## src/rtl/stack_controller.sv

```systemverilog
// rtl/stack_controller.sv - top-of-stack cache and spill controller for a stack RAM
//
// Keeps top-of-stack (T) in a register and spills older entries into an
// external RAM that has a combinational read port. The second entry (N) is
// always the RAM word just below the spill pointer.
//
// Ports:
//   clock, reset             rising-edge clock, synchronous active-high reset
//   op_valid, op_code        operation strobe; 00 nop, 01 push, 11 pop, 10 replace T
//   op_data                  value for push / replace
//   top, next                T (registered) and N (RAM read data, zero below depth 2)
//   depth, empty, full       occupancy, 0..2**DEPTH+1
//   overflow, underflow      sticky error flags, cleared only by reset
//   ram_read_*               RAM read port (combinational data return)
//   ram_write_*              RAM write port (lands on the rising edge)

`ifndef WIDTH
`define WIDTH 16
`endif

module stack_controller #(
    parameter int DEPTH = 4
) (
    input  logic               clock,
    input  logic               reset,
    input  logic               op_valid,
    input  logic [1:0]         op_code,
    input  logic [`WIDTH-1:0]  op_data,
    output logic [`WIDTH-1:0]  top,
    output logic [`WIDTH-1:0]  next,
    output logic [DEPTH:0]     depth,
    output logic               empty,
    output logic               full,
    output logic               overflow,
    output logic               underflow,
    output logic [DEPTH-1:0]   ram_read_address,
    input  logic [`WIDTH-1:0]  ram_read_data,
    output logic               ram_write_enable,
    output logic [DEPTH-1:0]   ram_write_address,
    output logic [`WIDTH-1:0]  ram_write_data
);

    localparam int             CAPACITY = (1 << DEPTH) + 1;
    localparam logic [DEPTH:0] C_FULL   = (DEPTH+1)'(CAPACITY);
    localparam logic [DEPTH:0] C_ZERO   = '0;
    localparam logic [DEPTH:0] C_ONE    = (DEPTH+1)'(1);
    localparam logic [DEPTH:0] C_TWO    = (DEPTH+1)'(2);

    localparam logic [1:0] OP_NOP     = 2'b00;
    localparam logic [1:0] OP_PUSH    = 2'b01;
    localparam logic [1:0] OP_REPLACE = 2'b10;
    localparam logic [1:0] OP_POP     = 2'b11;

    logic [`WIDTH-1:0] t_reg, t_nxt;
    logic [DEPTH:0]    c_reg, c_nxt;
    logic              ovf_reg, ovf_nxt;
    logic              unf_reg, unf_nxt;
    logic              write_req;

    // Spill count w is c-1 (0 when empty). The write goes to w and N is read
    // from w-1, so the two ports never collide and no bypass is needed.
    // At c<=1 the read address wraps to all-ones; next is gated off there.
    assign ram_write_address = DEPTH'(c_reg - C_ONE);
    assign ram_read_address  = (c_reg == C_ZERO) ? '1 : DEPTH'(c_reg - C_TWO);
    assign ram_write_data    = t_reg;

    // Reset wins over a same-cycle push, including its RAM write.
    assign ram_write_enable  = write_req & ~reset;

    always_comb begin
        t_nxt     = t_reg;
        c_nxt     = c_reg;
        ovf_nxt   = ovf_reg;
        unf_nxt   = unf_reg;
        write_req = 1'b0;
        if (op_valid) begin
            case (op_code)
                OP_PUSH: begin
                    if (c_reg == C_ZERO) begin
                        t_nxt = op_data;
                        c_nxt = C_ONE;
                    end else if (c_reg == C_FULL) begin
                        ovf_nxt = 1'b1;
                    end else begin
                        // Old T spills to the RAM as the new T is captured.
                        write_req = 1'b1;
                        t_nxt     = op_data;
                        c_nxt     = c_reg + C_ONE;
                    end
                end
                OP_POP: begin
                    if (c_reg == C_ZERO) begin
                        unf_nxt = 1'b1;
                    end else if (c_reg == C_ONE) begin
                        t_nxt = '0;
                        c_nxt = C_ZERO;
                    end else begin
                        // N becomes the new T; its RAM slot is simply abandoned.
                        t_nxt = ram_read_data;
                        c_nxt = c_reg - C_ONE;
                    end
                end
                OP_REPLACE: begin
                    if (c_reg == C_ZERO) begin
                        unf_nxt = 1'b1;
                    end else begin
                        t_nxt = op_data;
                    end
                end
                OP_NOP: ;
                default: ;
            endcase
        end
    end

    always_ff @(posedge clock) begin
        if (reset) begin
            t_reg   <= '0;
            c_reg   <= '0;
            ovf_reg <= 1'b0;
            unf_reg <= 1'b0;
        end else begin
            t_reg   <= t_nxt;
            c_reg   <= c_nxt;
            ovf_reg <= ovf_nxt;
            unf_reg <= unf_nxt;
        end
    end

    assign top       = t_reg;
    assign next      = (c_reg >= C_TWO) ? ram_read_data : '0;
    assign depth     = c_reg;
    assign empty     = (c_reg == C_ZERO);
    assign full      = (c_reg == C_FULL);
    assign overflow  = ovf_reg;
    assign underflow = unf_reg;

endmodule
```

## config.mk

```make
export PLATFORM = sky130hd
export DESIGN_NAME = stack_controller
export DESIGN_NICKNAME = d
export VERILOG_FILES = /design/src/rtl/stack_controller.sv
export SDC_FILE = /design/constraint.sdc
export NUM_CORES = 1
export LEC_CHECK = 0
export ABC_AREA = 1
export ABC_CLOCK_PERIOD_IN_PS = 2300
export CAP_MARGIN = 10
export CORE_MARGIN = 5
export CORE_UTILIZATION = 39
export CTS_CLUSTER_DIAMETER = 40
export CTS_CLUSTER_SIZE = 16
export DETAILED_ROUTE_END_ITERATION = 8
export GPL_ROUTABILITY_DRIVEN = 0
export PLACE_DENSITY = 0.83
export SLEW_MARGIN = 25
export SYNTH_ARGS = -nofsm -noshare
export SYNTH_HDL_FRONTEND = slang
export SYNTH_SLANG_ARGS = --single-unit
```

## constraint.sdc

```tcl
create_clock -name clock -period 2.3 [get_ports clock]
set_input_delay 0.46 -clock clock [delete_from_list [all_inputs] [get_ports clock]]
set_output_delay 0.46 -clock clock [all_outputs]
set_load 0.05 [all_outputs]
```

======== Word-level counts from Yosys, hierarchy flattened ========
Index checks and enable logic that the tools add are counted.
W data, S select, Z words.
cells by class
  bitwise logic cells ..................... 3
  order comparisons ....................... 1
  muxes and demuxes ....................... 17
  equality and inequality tests ........... 8
  $add $sub $neg .......................... 3
  reduce and logical (&&, ||, !) cells .... 8
operators by type and width
  operator               count
  $mux W16               6
  $pmux W16 S3           1
  $mux W5                4
  $pmux W5 S2            1
  $reduce_and A4 Y1      2
  $add A5 B1 Y5 const B  1
  $eq A5 B1 Y1 const B   1
  $eq A5 B5 Y1 const B   1
  $ge A5 B2 Y1 const B   1
  $logic_not A5 Y1       1
  $reduce_and A5 Y1      1
  $sub A5 B1 Y5 const B  1
  $eq A2 B2 Y1 const B   2
  $mux W1                4
  $mux W4                1
  $ne A2 B2 Y1 const B   2
  $sub A4 B2 Y4 const B  1
  $ne A3 B3 Y1 const B   1
  $reduce_and A3 Y1      1
  $reduce_bool A3 Y1     1
  $eq A2 B1 Y1 const B   1
  $not A1 Y1             2
  $reduce_bool A2 Y1     1
  $reduce_or A2 Y1       1
  $and A1 B1 Y1          1
word-level totals
  register bits after elaboration ......... 23
  output and inout port bits .............. 66

======== Longest topological paths before layout ========
Gate-level depths: netlist of run 1.
  depth after elaboration ................. 6
  depth in mapped cells ................... 11
  mapped depth without buffers ............ 11

======== Least setup slack after synthesis of run 1 ========
No wires, ideal clock.
  path type ............................... register -> output
  start ................................... reg c_reg[0] (netlist: depth[0])
  end ..................................... out ram_write_enable
  path slack .............................. -1124 ps
  arrival time ............................ 2964 ps
  stages on the path, launching flop included .. 8
  required time ........................... 1840 ps
  path through ............................ dfxtp_1 > inv_1 > ha_1 > inv_1 > nor2_1 > nand2_1 > nand3_1 > nor3_1
between the ends
  cells in the longest elaborated chain, start to end .. 6
  elaborated cells on any way between the ends .. 7
  those cells by class .................... eq/ne (1); mux (4); bitwise (1); reduce/logical (1)
RTL lines
  element                   line  text
  start: declaration        55    logic [DEPTH:0] c_reg, c_nxt;
  start signal: assignment  124   c_reg <= c_nxt;
  $eq A5 B5 Y1              82    end else if (c_reg == C_FULL) begin
  $mux W1                   82
  $mux W1 (*)               79    if (c_reg == C_ZERO) begin
  $mux W1 (*)               77    case (op_code)
  $mux W1 (*)               76    if (op_valid) begin
  $and A1 B1 Y1 (*)         68    assign ram_write_enable = write_req & ~reset;
  end: declaration          38    output logic ram_write_enable,
Every way passes the cells marked *; elsewhere a longest branch is shown, timed or not.

======== Final worst setup path of run 1 ========
Same ends and word-level chain as after synthesis.

==> results of run 1 <==
[stage by stage]
stage	utilization, %	hold slack (ns)	power, mW	setup WS, ns
after floorplan	-	0.532	1.35	-0.0880
after global placement	67.4	0.456	1.88	0.190
after CTS	68.5	0.506	2.16	0.000367
final	69.7	0.508	2.17	0.0864
after detailed placement	67.4	0.477	1.90	0.138
after global routing	69.7	0.522	2.29	0.000320
[routing by layer]
| metal | track usage, % | up-vias |
|---|---|---|
| li1 | - | 1138 |
| met1 | 22.0 | 958 |
| met2 | 34.5 | 87 |
| met3 | 4.85 | 8 |
| met4 | 3.72 | 0 |
| met5 | 0 | - |
[logic make-up (layout without fill, tap and decap cells)]
kind of cell	after synthesis	count (layout)	share of synthesized area, %
xor gates and xnor gates	2	2	0.923
AOI/OAI and AO/OA	24	24	6.39
adders and majority gates	11	11	7.25
buffers and inverters	75	167	20.2
and+or+nand+nor	187	187	41.0
DFF	23	23	24.3
[power groups by stage]
stage	Sequential, mW	Combinational (mW)	Clock, mW
floorplan	0.619	0.736	0
global placement	0.492	1.39	0
detailed placement	0.495	1.41	0
CTS	0.486	1.41	0.263
global route	0.494	1.51	0.283
finish	0.485	1.43	0.254
[path summary, 6_finish.rpt]
check / slack (ns) / start / cells after the start / endpoint
max: 0.09 / depth[0]$_SDFFE_PP0P_ / 8 / ram_write_enable
min: 0.51 / underflow$_SDFFE_PP0P_ / 2 / underflow$_SDFFE_PP0P_
max reg2reg: 0.67 / depth[0]$_SDFFE_PP0P_ / 9 / depth[1]$_SDFFE_PP0P_
min reg2reg: 0.51 / underflow$_SDFFE_PP0P_ / 2 / underflow$_SDFFE_PP0P_
[cells in the final DEF, fill, tap and decap left out, types with 2 or more instances in the layout]
cell type	n
inv_2	3
dfxtp_1	19
nor2_1	44
clkdlybuf4s50_1	76
buf_12	25
o21ai_1	2
clkbuf_8	3
nand3_1	9
ha_1	9
dfxtp_4	3
nand4_1	4
buf_4	14
nand3_2	2
o21ai_0	20
nor2_4	3
clkinvlp_4	2
inv_1	42
nand2_4	2
nand2_2	3
ha_4	2
nand2_1	116
[timing repair]
item / 4_1_cts / 5_1_grt
gates resized for setup: 3 / 6
buffers inserted: 0 / 5
setup endpoints to repair: 16 / 18
hold buffers: 0 / 0
[sequential cells by signal (all words and copies together) (netlist names)]
register	count
ram_write_data	16
underflow	1
overflow	1
depth	5
[worst max-delay path: stages (launching register included)]
cell	delay [ns]
dfxtp_4	0.40
clkinvlp_4	0.15
ha_4	0.19
inv_2	0.06
nor2_4	0.05
nand2_4	0.14
nand3_1	0.14
nor3_4	0.19
buf_12	0.16
[area by class of cell]
class / instances / area [sq um] / share of cell area [%]
Multi-Input combinational cell: 224 / 1130 / 34.5
Timing Repair Buffer: 115 / 1370 / 41.5
Clock buffer: 4 / 45.0 / 1.37
Sequential cell: 23 / 473 / 14.4
Tap cell: 67 / 83.8 / 2.55
Inverter: 48 / 190 / 5.78
==> run metrics, run 1 <==
Layout fillers=403; largest net degree at the start of global routing=23; Slew @ Worst Pin=0.542 ns; Synth async-reset ratio=0%; Clock power frac=11.7%; fin crit share=96.2%; placed insts=472; Post-synth top flop=dfxtp_1; Hold Crit Class=flip-flop to flip-flop; status=completed; CTS tree=done; most common cell in the synthesized netlist=nand2_1; P_int=1.13 mW; CORE AREA=4720 sq um; combinational power share=65.9%; Synth cell types=26; dpl hpwl=4.65 mm; GRT Overall Usage=18.8%; CTS buffer count=3; cell area after synthesis=1900 sq um; critical path required time=1.84 ns; total negative slack=0 ns; largest area contributor in the netlist=dfxtp_1; wire per inst=12.4 um; post-route minimum period=2.21 ns; maxcap violations=0; EDFF count, synth=0; share of layout cells above drive strength 1=16.9%; Pleak=1.62 nW; Die Height=79.8 um; Switching Fraction=47.9%; DRC errors left=0; Iter 0 DRT Violations=112; clock root cell=clkbuf_8; sequential power share=22.4%; final setup violation count=0; clock slew at reported path FFs=0.08 ns; Syn Nets=370; YS warnings=0; max layer used=met4; Clock Tree Buf Depth=2; Area Growth Syn to Fin=73.5%; antenna cells=0; die width=79.8 um; starting density of the core=40.2%; CTS Sinks=23; max_slew headroom=63.8%; DRT met1 WL=2.47 mm; skew final=0.00190 ns; die area=6360 sq um; vias in the first global route=2,185; routed vias=2,191; Mapped Cells=322; routed length on met3=456 um; CP Launch Type=flip-flop; share of the synthesized area in the top cell type=24.3%; Yosys reg bits=23; Net Sw Power=1.04 mW; Overflow after GRT=0; Met2 Wirelength=2.98 mm; final instance area=3290 sq um; Max Clk Rate=0.452 GHz; CTS H-Tree Depth=1; placed cell area=3180 sq um; syn_area_per_cell=5.89 sq um; io pins=103; Layout Cells excl Fill=481; synth top area cells=dfxtp_1 (24%), nand2_1 (24%), inv_1 (9.1%), nor2_1 (9.1%), ha_1 (7.3%); Fin. Hold Viols=0; top cells by count, synth=nand2_1 (119), inv_1 (46), nor2_1 (46); first-pass GRT wire length=9.78 mm; antenna-violating nets left=0; Pins Over Slew Limit=0; worst skew pair latency=0.26 ns; Power Dens Cells=658 nW/um^2; RSZ-0062 raised after global routing=false; Post-Route WL=5.96 mm; standard-cell rows=25; DR vias/cell=4.56; # nets final=463; initial antenna violation count=0; Worst Path Class, Setup=flip-flop to output pin; crit path max fanout=8; sequential fraction of the synthesis area=24.3%; Critical Path End Type=output pin; worst path arrival time=1.75 ns; 1st-pass router iterations=5; Peak VDD IR=0.355 mV; port bufs=102
(Power assumes the default switching activity.)
==> run 2: changes to the inputs <==
- SKIP_CTS_REPAIR_TIMING: not set -> 1
==> run 2 against run 1 <==
Sequential power about the same. Sequential cell count unchanged. Die area unchanged. Largest power group unchanged. Power about the same. Global-route usage decreased by 0.071 points. Clock skew increased by 0.0019 ns.
==> run metrics, run 2 (same netlist as run 1, synthesis figures left out) <==
Critical Path End Type=output pin; wire per inst=12.5 um; DR vias/cell=4.56; Clock Tree Buf Depth=2; most frequent cells in the layout=nand2_1 (116), clkdlybuf4s50_1 (76), nor2_1 (44), inv_1 (42), buf_12 (25); die area=6360 sq um; post-route minimum period=2.24 ns; die width=79.8 um; Overflow after GRT=0; Fin. Hold Viols=0; fin crit share=97.4%; GRT Overall Usage=18.7%; final instance area=3280 sq um; 1st-pass router iterations=4; Hold Crit Class=flip-flop to flip-flop; standard-cell rows=25; Peak VDD IR=0.356 mV; CTS Sinks=23; number of flip-flops in the largest register=16; clock slew at reported path FFs=0.09 ns; placed cell area=3180 sq um; starting density of the core=40.2%; Layout fillers=404; vias in the first global route=2,192; largest net degree at the start of global routing=23; Pins Over Slew Limit=0; # nets final=462; CTS tree=done; antenna-violating nets left=0; CP Launch Type=flip-flop; Post-Route WL=6.00 mm; first-pass GRT wire length=9.75 mm; share of layout cells above drive strength 1=16.7%; footprint of the multi-input gates=1130 sq um; Die Height=79.8 um; Worst Path Class, Setup=flip-flop to output pin; final core area utilization=69.5%; critical path required time=1.84 ns; commonest non-fill, non-tap cell in the layout=nand2_1; antenna cells=0; skew final=0.00382 ns; Iter 0 DRT Violations=115; crit path max fanout=8; CTS buffer count=3; Power Dens Cells=660 nW/um^2; hold slack=0.508 ns; Pleak=1.61 nW; maxcap violations=0; io pins=103; initial antenna violation count=0; routed vias=2,191; clock root cell=clkbuf_8; worst skew pair latency=0.26 ns; crit-path cells=clkinvlp_4, ha_4, inv_2, nor2_4, nand2_4, nand3_1, nor3_4, buf_12; DRC errors left=0; max incr delay on CP=0.41 ns; worst path arrival time=1.78 ns; dpl hpwl=4.65 mm; CP max-delay cell=dfxtp_4; Max Clk Rate=0.446 GHz; Slew @ Worst Pin=0.541 ns; Tot Pwr=2.17 mW; total negative slack=0 ns; Area Growth Syn to Fin=73.0%; status=completed; port bufs=102; max_slew headroom=63.8%; CORE AREA=4720 sq um; final setup violation count=0; CTS H-Tree Depth=1; register area=470 sq um
## run 2: cell count changes in the layout (fill, tap and decap cells not counted)
| cell | before | now |
|---|---|---|
| buf_4 | 14 | 13 |
| dfxtp_2 | 1 | 2 |
| dfxtp_4 | 3 | 2 |
## run 2: final timing paths
check / startpoint / end / slack, ns / depth (start not counted)
max: depth[0]$_SDFFE_PP0P_ / ram_write_enable / 0.06 / 8
max reg2reg: depth[1]$_SDFFE_PP0P_ / depth[1]$_SDFFE_PP0P_ / 0.66 / 9
min reg2reg: underflow$_SDFFE_PP0P_ / underflow$_SDFFE_PP0P_ / 0.51 / 2
min: underflow$_SDFFE_PP0P_ / underflow$_SDFFE_PP0P_ / 0.51 / 2
## run 2: stage by stage
stage	setup slack, ns	std cells
after floorplan	-0.0880	322
after global placement	0.190	472
after detailed placement	0.138	472
after CTS	-0.0966	476
after global routing	-0.00626	480
final	0.0601	480
## run 2: layout make-up
cell class / instances / area share [%]
Tap cell: 67 / 2.55
Clock buffer: 4 / 1.37
Sequential cell: 23 / 14.3
Inverter: 48 / 5.79
Timing Repair Buffer: 114 / 41.4
Multi-Input combinational cell: 224 / 34.6
## run 2: report_power, final
| group | leakage [nW] | internal [mW] | switching (mW) |
|---|---|---|---|
| clock network | 0.0228 | 0.124 | 0.133 |
| logic | 1.40 | 0.565 | 0.860 |
| registers | 0.192 | 0.439 | 0.0474 |
## run 2: critical path: cells and delay by family, from the launching register on
kind,cells,cell delay [ns]
adder cells (fa/ha/maj),1,0.18
buffers and inverters,3,0.39
flip-flops,1,0.41
AND/OR/NAND/NOR,4,0.54
## run 2: per-layer routing
metal	global-route usage, %	part of all wire (%)
met1	21.9	41
met2	34.1	50
met3	4.85	8.0
met4	4.05	0.63
met5	0	0
